===== config.mk =====
export PLATFORM = sky130hd
export DESIGN_NAME = fetch_insn_queue
export DESIGN_NICKNAME = d
export VERILOG_FILES = /design/src/rtl/fetch_insn_queue.sv
export SDC_FILE = /design/constraint.sdc
export NUM_CORES = 1
export LEC_CHECK = 0
export ABC_AREA = 1
export BUFFER_PORTS_ARGS = -buffer_cell sky130_fd_sc_hd__buf_4
export CORE_ASPECT_RATIO = 0.8
export CORE_MARGIN = 2
export CORE_UTILIZATION = 45
export CTS_CLUSTER_SIZE = 12
export DETAILED_ROUTE_END_ITERATION = 8
export PLACE_DENSITY = 0.67
export SYNTH_ARGS = -nofsm -noshare
export SYNTH_HDL_FRONTEND = slang
export SYNTH_SLANG_ARGS = --single-unit

===== constraint.sdc =====
create_clock -name clk -period 10.95 [get_ports clk]
set_input_delay 0.5475 -clock clk [delete_from_list [all_inputs] [get_ports clk]]
set_output_delay 0.5475 -clock clk [all_outputs]
set_load 0.1 [all_outputs]

===== src/rtl/fetch_insn_queue.sv =====
// Fetch-to-decode instruction queue: circular buffer of 2**LG_DEPTH entries carrying
// insn, PC and branch-prediction metadata, drained in program order, flushed in one cycle.
module fetch_insn_queue #(
  parameter int LG_DEPTH  = 3,
  parameter int M_WIDTH   = 32,
  parameter int LG_PHT_SZ = 8
) (
  input  logic                 clk,
  input  logic                 reset_n,
  input  logic                 flush,
  input  logic                 push_valid,
  output logic                 push_ready,
  input  logic [31:0]          push_insn,
  input  logic [M_WIDTH-1:0]   push_pc,
  input  logic                 push_pred,
  input  logic [LG_PHT_SZ-1:0] push_pht_idx,
  input  logic [M_WIDTH-1:0]   push_pred_target,
  output logic                 pop_valid,
  input  logic                 pop_ready,
  output logic [31:0]          pop_insn,
  output logic [M_WIDTH-1:0]   pop_pc,
  output logic                 pop_pred,
  output logic [LG_PHT_SZ-1:0] pop_pht_idx,
  output logic [M_WIDTH-1:0]   pop_pred_target,
  output logic [LG_DEPTH:0]    occupancy,
  output logic                 almost_full
);
  localparam int D = 2**LG_DEPTH;
  localparam logic [LG_DEPTH:0] PTR_ONE = (LG_DEPTH+1)'(1);
  localparam logic [LG_DEPTH:0] AF_LVL  = (LG_DEPTH+1)'(D-2);

  typedef struct packed {
    logic [31:0]          insn;
    logic [M_WIDTH-1:0]   pc;
    logic                 pred;
    logic [LG_PHT_SZ-1:0] pht_idx;
    logic [M_WIDTH-1:0]   pred_target;
  } entry_t;

  entry_t            mem [D];
  entry_t            head;
  logic [LG_DEPTH:0] rd_ptr, wr_ptr;
  logic              empty, full, push_fire, pop_fire;

  // Extra pointer MSB tells a full buffer from an empty one.
  assign empty = (rd_ptr == wr_ptr);
  assign full  = (rd_ptr[LG_DEPTH-1:0] == wr_ptr[LG_DEPTH-1:0]) &&
                 (rd_ptr[LG_DEPTH] != wr_ptr[LG_DEPTH]);

  // Ready is independent of pop_ready so decode never combinationally gates fetch.
  assign push_ready = !full && !flush;
  assign pop_valid  = !empty && !flush;
  assign push_fire  = push_valid && push_ready;
  assign pop_fire   = pop_valid && pop_ready;

  assign occupancy   = wr_ptr - rd_ptr;
  assign almost_full = (occupancy >= AF_LVL);

  always_ff @(posedge clk or negedge reset_n) begin
    if (!reset_n) begin
      rd_ptr <= '0;
      wr_ptr <= '0;
    end else if (flush) begin
      rd_ptr <= '0;
      wr_ptr <= '0;
    end else begin
      if (push_fire) wr_ptr <= wr_ptr + PTR_ONE;
      if (pop_fire)  rd_ptr <= rd_ptr + PTR_ONE;
    end
  end

  // Storage is never cleared; validity lives entirely in the pointers.
  always_ff @(posedge clk) begin
    if (push_fire)
      mem[wr_ptr[LG_DEPTH-1:0]] <= '{insn: push_insn, pc: push_pc, pred: push_pred,
                                     pht_idx: push_pht_idx, pred_target: push_pred_target};
  end

  // Zeroed payload when not valid: decode treats insn==0 as no uop.
  assign head            = mem[rd_ptr[LG_DEPTH-1:0]];
  assign pop_insn        = pop_valid ? head.insn        : '0;
  assign pop_pc          = pop_valid ? head.pc          : '0;
  assign pop_pred        = pop_valid ? head.pred        : 1'b0;
  assign pop_pht_idx     = pop_valid ? head.pht_idx     : '0;
  assign pop_pred_target = pop_valid ? head.pred_target : '0;
endmodule

# ---- After elaboration in Yosys (flattened, before gate mapping)
# Memory sizes are Yosys's and may differ from the RTL's.
# Index checks and enable logic that the tools add are counted.
dict set report word_totals {
  ff_bits 8
  mem_bits_rw 840
  output_inout_bits 112
  wordCells 31
  mem_count 1
}
# memory depth word_bits rd rd_ports_with_merged_regs wr line_no
set mem_list {}
lappend mem_list {mem 8 105 1 0 1 40} ;# entry_t mem [D];
dict set report classes {
  add_sub_neg 3
  magnitude_cmp 1
  n_eq_ne 3
  muxes 11
  reduce_logical 10
}
# cell count
set op_table {}
lappend op_table {{32-bit 2-to-1 mux} 3}
lappend op_table {{4-bit 2-to-1 mux} 4}
lappend op_table {{4-bit by 1-bit adder with 4-bit output (second input constant)} 2}
lappend op_table {{8-bit 2-to-1 mux} 1}
lappend op_table {{1-bit logical AND} 5}
lappend op_table {{4-bit == test} 1}
lappend op_table {{4-bit by 3-bit greater-or-equal comparator with 1-bit output (second input constant)} 1}
lappend op_table {{2-bit nonzero test} 2}
lappend op_table {{4-bit subtractor} 1}
lappend op_table {{3-bit == test} 1}
lappend op_table {{1-bit zero test} 3}
lappend op_table {{1-bit 2-to-1 mux} 3}
lappend op_table {{1-bit != test} 1}

# ---- Logic depth before layout (Yosys ltp)
dict set report depth {
  word_depth 7
  depth_mapped 13
}

# ---- Least setup slack after synthesis
# Ideal clock, no wire load.
dict set report synth_timing {
  path_kind {flip-flop to flip-flop}
  startpoint {register wr_ptr[0]}
  endpoint {memory mem[1][0] in the netlist's numbering (enable)}
  setup_ns 0.698
  arrival_ns 9.007
  t_required_ns 10.252
  path_slack_ns 1.244
  stages_incl_launch_ff 8
  n_path_buf 0
  path_cell_list {dfrtp_1 inv_1 ha_1 inv_1 nor2_1 nand2_1 nand3_1 nor3_1}
}
dict set report synth_via {
  elab_chain_len 7
}
# element line_no
set synth_lines {}
lappend synth_lines {{from (decl)} 42} ;# logic [LG_DEPTH:0] rd_ptr, wr_ptr;
lappend synth_lines {{from (signal assigned)} 67} ;# if (push_fire) wr_ptr <= wr_ptr + PTR_ONE;
lappend synth_lines {{3-bit == test} 47} ;# assign full = (rd_ptr[LG_DEPTH-1:0] == wr_ptr[LG_DEPTH-1:0]) &&
lappend synth_lines {{1-bit logical AND} 47}
lappend synth_lines {{1-bit zero test} 51} ;# assign push_ready = !full && !flush;
lappend synth_lines {{1-bit logical AND} 51}
lappend synth_lines {{1-bit logical AND} 53} ;# assign push_fire = push_valid && push_ready;
lappend synth_lines {{1-bit 2-to-1 mux} 74} ;# if (push_fire)
lappend synth_lines {{1-bit 2-to-1 mux (not written as such)} 75} ;# mem[wr_ptr[LG_DEPTH-1:0]] <= '{insn: push_insn, pc: push_pc, pred: push_pred,
lappend synth_lines {{to (decl)} 40}
# Several ways; a longest one is shown, not always the timed one.

# ---- Worst setup path after layout
dict set report layout_timing {
  startpoint {register rd_ptr[0]}
  endpoint {output pop_pred_target[13]}
}
dict set report layout_via {
  elab_chain_len 4
  elab_cells_between_ends 5
  cone_classes {eq/ne (1); mux (1); reduce/logical (2); memory (1)}
}
# element line_no
set layout_lines {}
lappend layout_lines {{from (decl)} 42}
lappend layout_lines {{from (signal assigned)} 68} ;# if (pop_fire) rd_ptr <= rd_ptr + PTR_ONE;
lappend layout_lines {{parallel branches: the longest is 3 deep, another holds memory read 8 x 105 bit} -}
lappend layout_lines {{32-bit 2-to-1 mux (*)} 85} ;# assign pop_pred_target = pop_valid ? head.pred_target : '0;
lappend layout_lines {{to (decl)} 24} ;# output logic [M_WIDTH-1:0] pop_pred_target,
# Every way passes the cells marked *.

==> results by group <==
Logic synthesis
  – Synth top cells by count: edfxtp_1, nor2_1, nand2_1, o21ai_0, nand3_1
  – Synth top area share: 0.716
  – Combinational family with the most area after synthesis: simple AND/OR/NAND/NOR gates
  – Cell taking the most area after synthesis: edfxtp_1
  – Synth Area in Compound Gates: 0.0453
  – Simple-Gate Fraction of Synth Area: 0.179
  – Cell variety after synth: 27
  – FF+latch count, synth: 848
  – Mapped Nets: 3224
  – XOR/XNOR share of the synthesized area: 0.000746
  – Synth Area in Adders: 0.00235
  – Syn_area_per_cell: 11.3 sq um
  – Number of synthesized flops with an enable pin: 840
  – Seq/Total Area, Yosys: 0.722
  – Ys async rst share: 0.00943
  – Post-Syn Area: 35200 sq um
  – Cell with the most instances after synthesis: edfxtp_1
  – Syn. warnings: 0
  – Commonest register cell after synthesis: edfxtp_1
  – Synth area leaders: edfxtp_1, nor2_1, nand2_1
  – Gate Count Post-Synth: 3108
  – Mux cell area share after synthesis: 0

CTS
  – Clock sinks: 848
  – # resized after CTS: 0
  – Clk buf depth: 3
  – H-tree Lvls: 3
  – CTS buffer count: 87
  – Later-pin clock latency in the skew report: 640 ps
  – Clock Pin Slew Worst Setup and Hold Paths: 60 ps
  – Post-CTS Setup Repair Bufs: 0
  – Hold_buf cts: 1
  – CTS root buf: clkbuf_16
  – CTS tree: done

Worst setup path
  – Critical path data arrival time: 5660 ps
  – Slowest cell on crit path: buf_4
  – Startpoint types: flop
  – Max stage delay on crit path: 950 ps
  – Maximum fanout along the worst path: 225
  – Critical path type: reg -> out
  – Required @ worst endpoint: 10400 ps
  – Worst setup EP type: output port
  – CP top delay family: buffers and inverters
  – Slack of the worst reg-to-reg path: 5770 ps
  – Crit path buffers/inverters: 4
  – Cell mode on critical path: buf_4
  – Worst-path cell chain: clkinv_8 -> buf_4 -> buf_4 -> or2_0 -> nand2_1 -> nand3_1 -> nand2_1 -> nor2_1 -> buf_4

Global routing
  – Grt ovf: 0
  – Vias in the first global route: 21100
  – GRT Overall Usage: 0.203
  – Global-route wire length before repair: 125000 um
  – Initial antenna violation count: 1
  – Largest net degree at the start of global routing: 226

Drt
  – Post-route ant nets: 0
  – Post-DR wirelength/cell: 18.7 um
  – DRC: 0
  – DR vias/cell: 5.13
  – Starting DRT DRC Count: 2107
  – Via count: 22300
  – Total wire length: 81600 um
  – Drt pass-1 iters: 5

Power and ir drop
  – PwrDens: 205 nW/um^2
  – Peak supply drop: 0.143 mV
  – P_leak: 14.9 nW

Run
  – Max-cap check violation count: 0

Status
  – Failing checks: max-slew violations
  – Status: complete, but fails checks

Cells and area
  – Layout area overhead: 13.8%
  – Final Cell Area: 40100 sq um
  – Layout cells sized above 1: 0.124
  – Final nets: 3389
  – N_diodes: 0

Place
  – Count of input and output buffers: 221
  – Placement Cell Area: 37500 sq um
  – HPWL Detailed: 42200 um
  – Final Wtd Congestion: 0.761

Timing
  – Worst Skew: 23.9 ps
  – Pins Over Slew Limit: 38
  – Final min period: 6210 ps
  – Setup TNS: 0 ps
  – Final Cycle Share: 0.567
  – Final Hold Fails: 0
  – Slew margin rel.: -0.0219
  – RSZ-0062 raised after global routing: no
  – Worst Tran Pin Value: 1530 ps
  – Final setup violation count: 0
  – Fmax: 161 MHz

Floorplan
  – Die width: 317 um
  – Die Ht: 254 um
  – Initial Util: 0.455
  – Io pins: 222
  – Rows: 91
  – Core box area: 77300 sq um
  – Die Area: 80500 sq um

Min path
  – Min-delay worst type: in -> reg
-- path summary, 6_finish.rpt --
| path | from | endpoint | depth (start not counted) |
|---|---|---|---|
| max in group asynchronous | reset_n | rd_ptr[2]$_DFFE_PN0P_ | 2 |
| min | push_insn[13] | mem[7][86]$_DFFE_PP_ | 1 |
| min in group asynchronous | reset_n | rd_ptr[0]$_DFFE_PN0P_ | 2 |
| min reg2reg | wr_ptr[0]$_DFFE_PN0P_ | wr_ptr[0]$_DFFE_PN0P_ | 2 |
| max reg2reg | rd_ptr[1]$_DFFE_PN0P_ | mem[6][3]$_DFFE_PP_ | 9 |
| max | rd_ptr[0]$_DFFE_PN0P_ | pop_pred_target[13] | 9 |
-- power by group --
part	total (mW)	switching, mW	internal (mW)
Clock	2.69	1.17	1.52
Combinational	1.84	1.43	0.411
Sequential	3.67	0.0462	3.63
Total	8.21	2.65	5.56
-- registers in the layout, indices dropped and copies added, names as in the netlist --
signal  count
wr_ptr      4
mem       840
rd_ptr      4
-- per-layer routing --
layer,track usage,up-vias,routed length [um],part of all wire
met4,0.0509,2,1470,0.018
met5,0,-,13,0.00016
met2,0.320,666,38200,0.47
li1,-,10800,-,-
met1,0.294,10800,37000,0.45
met3,0.0341,103,4980,0.061
-- stage by stage --
step	utilization	setup WS (ps)	hold WS, ps	total power, mW	cells
6_report	0.518	4740	144	8.21	4354
5_1_grt	0.518	4530	119	8.55	4354
4_1_cts	0.518	4910	97.1	8.29	4354
3_5_place_dp	0.485	5650	375	5.59	4206
3_3_place_gp	0.485	5650	374	5.58	4206
2_1_floorplan	-	1240	252	5.16	3108
-- kinds of logic after synthesis --
kind of cell	count (synthesis)
and+or+nand+nor	1532
DFF	848
buffers and inverters	401
AOI/OAI and AO/OA	318
adders and majority gates	6
xor gates and xnor gates	3
-- cell usage in the layout, fill, tap and decap left out, types with 10 or more instances in the layout --
cell / n
nand3_1: 225
inv_1: 221
clkinv_2: 10
edfxtp_1: 840
clkinv_1: 12
o21ai_1: 46
or2_0: 64
nand2_1: 451
or2_2: 41
clkbuf_16: 91
clkbuf_1: 28
buf_4: 250
nor2_1: 736
o21ai_0: 269
-- final cells by class --
class	instances	area, sq um
Clock inverter	26	129
Timing Repair Buffer	251	1890
Inverter	226	868
Fill cell	6589	37200
Multi-Input combinational cell	1859	8070
Sequential cell	848	25400
Tap cell	1023	1280
Clock buffer	121	2410
(Power assumes the default switching activity.)
